--- src/rtl/arm_ctrl_pkg.sv ---
// Shared ARM-control definitions: CSPI PHY state encoding, default divider, MAC trailer byte.
// Latency: n/a (types and constants only).
// Backpressure: n/a.
package arm_ctrl_pkg;

   // CSPI PHY states; the encoding is fixed because other ARM-control blocks decode it.
   typedef enum logic [2:0] {
      ST_IDLE  = 3'd0,
      ST_SETUP = 3'd1,
      ST_SHIFT = 3'd2,
      ST_HOLD  = 3'd3,
      ST_GAP   = 3'd4,
      ST_DONE  = 3'd5
   } cspi_state_e;

   // Default SCK half-period in clk_sys cycles.
   localparam int unsigned CSPI_DIV_DEF = 4;

   // Fifth byte of every MAC command.
   localparam logic [7:0] MAC_TRAILER_BYTE = 8'hFF;

endpackage

--- src/rtl/arm_ctrl_cspi_if.sv ---
// MAC <-> CSPI PHY byte handshake: fire/set_data in, done/get_q/get_vld/busy back.
// Latency: wires only.
// Backpressure: none; the MAC must wait for done_cspi before the next fire.
// Ports: master = MAC side, slave = PHY side.
interface arm_ctrl_cspi_if;
   logic       fire_cspi;
   logic [7:0] set_data;
   logic       done_cspi;
   logic [7:0] get_q;
   logic       get_vld;
   logic       busy;

   modport master (
      output fire_cspi, set_data,
      input  done_cspi, get_q, get_vld, busy
   );

   modport slave (
      input  fire_cspi, set_data,
      output done_cspi, get_q, get_vld, busy
   );
endinterface

--- src/rtl/cspi_tick_gen.sv ---
// SCK phase timer: counts 0..DIV-1 and flags the last cycle of each phase.
// Latency: half_end_o is combinational from the registered count.
// Backpressure: none; clr_i holds the count at zero.
// Ports: clk_sys, rst_n, clr_i (sync clear), half_end_o (last cycle of phase).
module cspi_tick_gen #(
   parameter int unsigned DIV = 4
) (
   input  logic clk_sys,
   input  logic rst_n,
   input  logic clr_i,
   output logic half_end_o
);

   localparam logic [7:0] DCNT_LAST = 8'(DIV - 1);

   logic [7:0] dcnt_q;
   logic [7:0] dcnt_d;

   assign half_end_o = (dcnt_q == DCNT_LAST);

   always_comb begin
      dcnt_d = dcnt_q + 8'd1;
      if (clr_i || half_end_o) begin
         dcnt_d = 8'd0;
      end
   end

   always_ff @(posedge clk_sys or negedge rst_n) begin
      if (!rst_n) begin
         dcnt_q <= 8'd0;
      end else begin
         dcnt_q <= dcnt_d;
      end
   end

endmodule

--- src/rtl/arm_ctrl_cspi.sv ---
// Byte-level CSPI master PHY: one 8-bit mode-0 MSB-first full-duplex transfer per fire.
// Latency: done_cspi/get_vld 1+19*DIV cycles after the accepted fire; get_q one cycle later.
// Backpressure: fire ignored outside IDLE (no queueing); busy high while not IDLE.
// Ports: clk_sys, rst_n, mac (slave modport), cspi_csn/cspi_sck/cspi_mosi out, cspi_miso in.
module arm_ctrl_cspi
   import arm_ctrl_pkg::*;
#(
   parameter int unsigned DIV = CSPI_DIV_DEF
) (
   input  logic              clk_sys,
   input  logic              rst_n,
   arm_ctrl_cspi_if.slave    mac,
   output logic              cspi_csn,
   output logic              cspi_sck,
   output logic              cspi_mosi,
   input  logic              cspi_miso
);

   cspi_state_e state_q;
   logic [7:0]  tx_sr_q;
   logic [7:0]  rx_sr_q;
   logic [7:0]  get_q_q;
   logic [2:0]  bcnt_q;
   logic        csn_q;
   logic        sck_q;
   logic        done_q;
   logic        busy_q;

   logic        half_end;
   logic        tick_clr;

   // Timer is parked at zero outside the timed states so every phase starts aligned.
   assign tick_clr = (state_q == ST_IDLE) || (state_q == ST_DONE);

   cspi_tick_gen #(
      .DIV (DIV)
   ) u_tick (
      .clk_sys    (clk_sys),
      .rst_n      (rst_n),
      .clr_i      (tick_clr),
      .half_end_o (half_end)
   );

   always_ff @(posedge clk_sys or negedge rst_n) begin
      if (!rst_n) begin
         state_q <= ST_IDLE;
         tx_sr_q <= 8'h00;
         rx_sr_q <= 8'h00;
         get_q_q <= 8'h00;
         bcnt_q  <= 3'd0;
         csn_q   <= 1'b1;
         sck_q   <= 1'b0;
         done_q  <= 1'b0;
         busy_q  <= 1'b0;
      end else begin
         done_q <= 1'b0;
         unique case (state_q)
            ST_IDLE: begin
               if (mac.fire_cspi) begin
                  tx_sr_q <= mac.set_data;
                  bcnt_q  <= 3'd0;
                  csn_q   <= 1'b0;
                  busy_q  <= 1'b1;
                  state_q <= ST_SETUP;
               end
            end
            ST_SETUP: begin
               if (half_end) begin
                  state_q <= ST_SHIFT;
               end
            end
            ST_SHIFT: begin
               if (half_end) begin
                  if (!sck_q) begin
                     // Rising SCK edge: slave data is sampled here.
                     sck_q   <= 1'b1;
                     rx_sr_q <= {rx_sr_q[6:0], cspi_miso};
                  end else begin
                     sck_q <= 1'b0;
                     // Last falling edge leaves bit0 on MOSI through HOLD.
                     if (bcnt_q == 3'd7) begin
                        state_q <= ST_HOLD;
                     end else begin
                        tx_sr_q <= {tx_sr_q[6:0], 1'b0};
                        bcnt_q  <= bcnt_q + 3'd1;
                     end
                  end
               end
            end
            ST_HOLD: begin
               if (half_end) begin
                  csn_q   <= 1'b1;
                  // Clearing the shifter drives MOSI low for GAP and IDLE.
                  tx_sr_q <= 8'h00;
                  state_q <= ST_GAP;
               end
            end
            ST_GAP: begin
               if (half_end) begin
                  done_q  <= 1'b1;
                  state_q <= ST_DONE;
               end
            end
            ST_DONE: begin
               get_q_q <= rx_sr_q;
               busy_q  <= 1'b0;
               state_q <= ST_IDLE;
            end
            default: begin
               state_q <= ST_IDLE;
            end
         endcase
      end
   end

   assign cspi_csn      = csn_q;
   assign cspi_sck      = sck_q;
   // MOSI is the shifter MSB; the shifter is a register, so the pin is glitch-free.
   assign cspi_mosi     = tx_sr_q[7];
   assign mac.done_cspi = done_q;
   assign mac.get_vld   = done_q;
   assign mac.get_q     = get_q_q;
   assign mac.busy      = busy_q;

endmodule

--- src/flat_wrapper.sv ---
// flat-port wrapper written by rule: the top's interface ports become plain ports
module arm_ctrl_cspi_flat import arm_ctrl_pkg::*;
#(
   parameter int unsigned DIV = CSPI_DIV_DEF
)
  (clk_sys, rst_n, cspi_csn, cspi_sck, cspi_mosi, cspi_miso, mac_fire_cspi, mac_set_data, mac_done_cspi, mac_get_q, mac_get_vld, mac_busy);
  arm_ctrl_cspi_if mac_i ();
  input  logic clk_sys;
  input  logic rst_n;
  output logic cspi_csn;
  output logic cspi_sck;
  output logic cspi_mosi;
  input  logic cspi_miso;
  input wire logic [$bits(mac_i.fire_cspi)-1:0] mac_fire_cspi;
  input wire logic [$bits(mac_i.set_data)-1:0] mac_set_data;
  output wire logic [$bits(mac_i.done_cspi)-1:0] mac_done_cspi;
  output wire logic [$bits(mac_i.get_q)-1:0] mac_get_q;
  output wire logic [$bits(mac_i.get_vld)-1:0] mac_get_vld;
  output wire logic [$bits(mac_i.busy)-1:0] mac_busy;
  assign mac_i.fire_cspi = mac_fire_cspi;
  assign mac_i.set_data = mac_set_data;
  assign mac_done_cspi = mac_i.done_cspi;
  assign mac_get_q = mac_i.get_q;
  assign mac_get_vld = mac_i.get_vld;
  assign mac_busy = mac_i.busy;
  arm_ctrl_cspi #(.DIV(DIV)) u_core (.clk_sys(clk_sys), .rst_n(rst_n), .mac(mac_i), .cspi_csn(cspi_csn), .cspi_sck(cspi_sck), .cspi_mosi(cspi_mosi), .cspi_miso(cspi_miso));
endmodule
--- config.mk ---
export PLATFORM = sky130hd
export DESIGN_NAME = arm_ctrl_cspi_flat
export DESIGN_NICKNAME = d
export VERILOG_FILES = /design/src/rtl/arm_ctrl_pkg.sv /design/src/rtl/arm_ctrl_cspi_if.sv /design/src/rtl/cspi_tick_gen.sv /design/src/rtl/arm_ctrl_cspi.sv /design/src/flat_wrapper.sv
export SDC_FILE = /design/constraint.sdc
export NUM_CORES = 1
export LEC_CHECK = 0
export BUFFER_PORTS_ARGS = -buffer_cell sky130_fd_sc_hd__buf_2
export CAP_MARGIN = 20
export CORE_AREA = 2 2 56 69
export CTS_BUF_LIST = sky130_fd_sc_hd__clkbuf_2 sky130_fd_sc_hd__clkbuf_4 sky130_fd_sc_hd__clkbuf_8
export DETAILED_ROUTE_END_ITERATION = 6
export DIE_AREA = 0 0 58 71
export HOLD_SLACK_MARGIN = 0.15
export PLACE_DENSITY = 0.88
export SLEW_MARGIN = 20
export SYNTH_ARGS = -nofsm -noshare
export SYNTH_HDL_FRONTEND = slang
export SYNTH_SLANG_ARGS = --single-unit
--- constraint.sdc ---
create_clock -name clk_sys -period 2.3 [get_ports clk_sys]
set_input_delay 0.115 -clock clk_sys [delete_from_list [all_inputs] [get_ports clk_sys]]
set_output_delay 0.115 -clock clk_sys [all_outputs]
set_load 0.01 [all_outputs]
==> out/summary.txt <==
HPWL after DPL: 2580 µm
core region area: 3480 µm²
Clock Pin Slew Worst Setup and Hold Paths: 0.08 ns
grt ovf: 0
cell taking the most area after synthesis: dfrtp_1
Least-Margin Pin Slew: 0.901 ns
pre-CTS WS: 0.0722 ns
post-synthesis register bit count: 42
Reg2Reg Depth: 5
Worst Path Required: 2.49 ns
Reg area: 1050 µm²
async set-reset flop share out of synthesis: 100%
placed cells: 229
die width: 58 µm
Slowest cell on crit path: or4_4
CP Launch Type: flip-flop
H-tree depth: 2
Clock Skew: 0.00438 ns
Final Non-Filler Cells: 246
DR iter-0 viols: 35
ANT nets after route: 0
layout cell share with drive strength beyond 1: 30.4%
Critical Path Fanout Max: 8
DRC violations left: 0
Diodes inserted: 0
worst hold path cell count: 3
Finished Cell Area: 2340 µm²
fin crit share: 88.2%
DR vias: 1397
worst hold path type: primary input to flip-flop
pwr/cell area: 1110 nW/µm²
Clock Sinks: 42
WS Path Type: flip-flop to flip-flop
Mean Syn Cell Area: 11.8 µm²
DRT Pass-1 Iters: 4
fill count: 247
Worst R2R Setup Slack: 0.27 ns
Final Hold Fails: 0
Multi-input gate area: 861 µm²
# rows: 24
Die H: 71 µm
EDFF count, synth: 0
RD Place Congestion: 0.782
worst-case clock buffer depth: 2
Worst-Skew Late Latency: 0.30 ns
Slew Limit Fails: 0
max_cap viols: 0
status: completed
pin count of the biggest net entering global routing: 43
setup tns final: 0 ns
final WL: 3850 µm
Vias per Instance: 5.68
PortBufs: 25
VDD IR max: 719 µV
largest cells by area after synthesis: dfrtp_1, mux2_2, mux2_4
CP max stage delay: 0.61 ns
CTS tree: built
Max Clock Freq: 493 MHz
area grow syn2layout: 17.7%
Net Count, Synth: 183
RSZ-0062 raised after global routing: no
CP cell instances: ha_1 -> nor4b_4 -> nand2_4 -> or4_4 -> mux2_4
crit path time final: 2.03 ns
most common cell after layout, fill and taps aside: dfrtp_1
Tot GR Track Use: 21.8%
Post-Syn Instances: 168
initial antenna violation count: 0
CTS Buf Count: 5
Yosys cell types: 41
crit path DAT: 2.21 ns
Slew HR: 39.9%
initial core utilization: 57.1%
Root Buffer: clkbuf_8
Primary FF master, synth: dfrtp_1
Worst setup EP type: flip-flop
worst r2r dst: u_core.rx_sr_q[5]
Synthesis Warnings: 0
Placed Area: 2160 µm²
first-pass GRT wire length: 6720 µm
CP startpoint: u_core.u_tick.dcnt_q[0]
top-area cell type share of the netlist area: 51.6%
post-CTS setup buffers: 0
Seq/Total Area, Yosys: 52.9%
Routed WL per cell: 15.7 µm
most frequent cells in the layout: dfrtp_1, buf_2, nor2_1, mux2_2
Final WS setup: 0.272 ns
leakage power: 1.17 nW
Finished Core Util: 67.2%
Die ar.: 4120 µm²
vias in the first global route: 1499
FF-to-FF Start: u_core.u_tick.dcnt_q[0]
Final #Nets: 222
I/O pins: 26
mapped cell area: 1990 µm²
Final Setup Violations: 0
CP Capture Point: u_core.rx_sr_q[5]
## through the flow
step                hold slack [ns]  total power, W
floorplan                    -0.181         0.00183
global placement              0.286         0.00207
detailed placement            0.297         0.00212
CTS                           0.178         0.00258
global route                  0.199         0.00278
finish                        0.181         0.00259
## cell type report
type / count / share of cell area (%)
multi-input cells: 108 / 36.8
repair buffers: 40 / 11.2
clock buffers: 5 / 2.94
flip-flops and latches: 42 / 44.9
well taps: 39 / 2.08
clock inverters: 2 / 0.428
inverters: 10 / 1.60
## cell families after synthesis
| family | Yosys count | share of synthesized area [%] |
|---|---|---|
| AND/OR/NAND/NOR | 50 | 15.2 |
| flip-flops | 42 | 52.9 |
| multiplexers | 25 | 15.3 |
| AO/OA/AOI/OAI | 21 | 6.80 |
| buffers and inverters | 18 | 3.96 |
| XOR/XNOR | 9 | 3.96 |
| adder cells (fa/ha/maj) | 3 | 1.89 |
## worst min path at each step
stage	start	to	slack, ns
after floorplan	rst_n	u_core.bcnt_q[0]	-0.18
after global placement	rst_n	u_core.tx_sr_q[7]	0.29
after detailed placement	rst_n	u_core.tx_sr_q[7]	0.30
after CTS	mac_fire_cspi	u_core.mac.busy	0.18
after global routing	mac_fire_cspi	u_core.mac.busy	0.20
final	mac_fire_cspi	u_core.mac.busy	0.18
## critical path, delay by kind of cell, from the launching register on
family                     cells  cell delay, ns
and+or+nand+nor                3            1.01
adders and majority gates      1            0.21
DFF                            1            0.36
muxes                          1            0.33
## where the power goes
group | leakage, nW | switching (W) | total, W | internal [W]
combinational | 0.582 | 0.000543 | 0.00101 | 0.000470
sequential | 0.547 | 0.000177 | 0.00113 | 0.000949
clock | 0.0438 | 0.000248 | 0.000452 | 0.000204
total | 1.17 | 0.000968 | 0.00259 | 0.00162
## timing repair
| action | in CTS | in global routing |
|---|---|---|
| endpoints found under the hold margin | 50 | 0 |
| resized for setup | 0 | 1 |
| hold buffers | 10 | 0 |
| setup endpoints to repair | 0 | 8 |
## Yosys cell counts, types with 2 or more instances
library cell	count
mux2_4	8
a211oi_1	2
o21ai_0	2
nand3_1	7
mux2_2	11
nor2_1	11
a21oi_1	7
clkbuf_1	6
xor2_1	5
ha_1	3
inv_1	10
dfrtp_1	41
mux2i_1	6
xnor2_1	4
nor3_1	7
and3_1	4
and2_1	2
nor3b_1	2
nand2b_1	3
a41oi_1	2
nor4_1	2
nand2_1	4
## flip-flops by register name, summed over array words and instances (netlist names)
name                  flops
u_core.mac.get_q          8
u_core.rx_sr_q            8
u_core.tx_sr_q            8
u_core.u_tick.dcnt_q      8
u_core.bcnt_q             3
u_core.state_q            3
u_core.cspi_csn           1
u_core.cspi_sck           1
u_core.mac.busy           1
u_core.mac.done_cspi      1
## layer usage
layer | routed length [µm] | vias up | GRT usage (%)
met5 | 0 | - | 0
met4 | 61 | 0 | 7.75
met3 | 193 | 8 | 5.30
met2 | 2010 | 42 | 37.8
met1 | 1590 | 682 | 26.1
li1 | - | 665 | -
No activity file was read; power rests on OpenSTA's default activity.
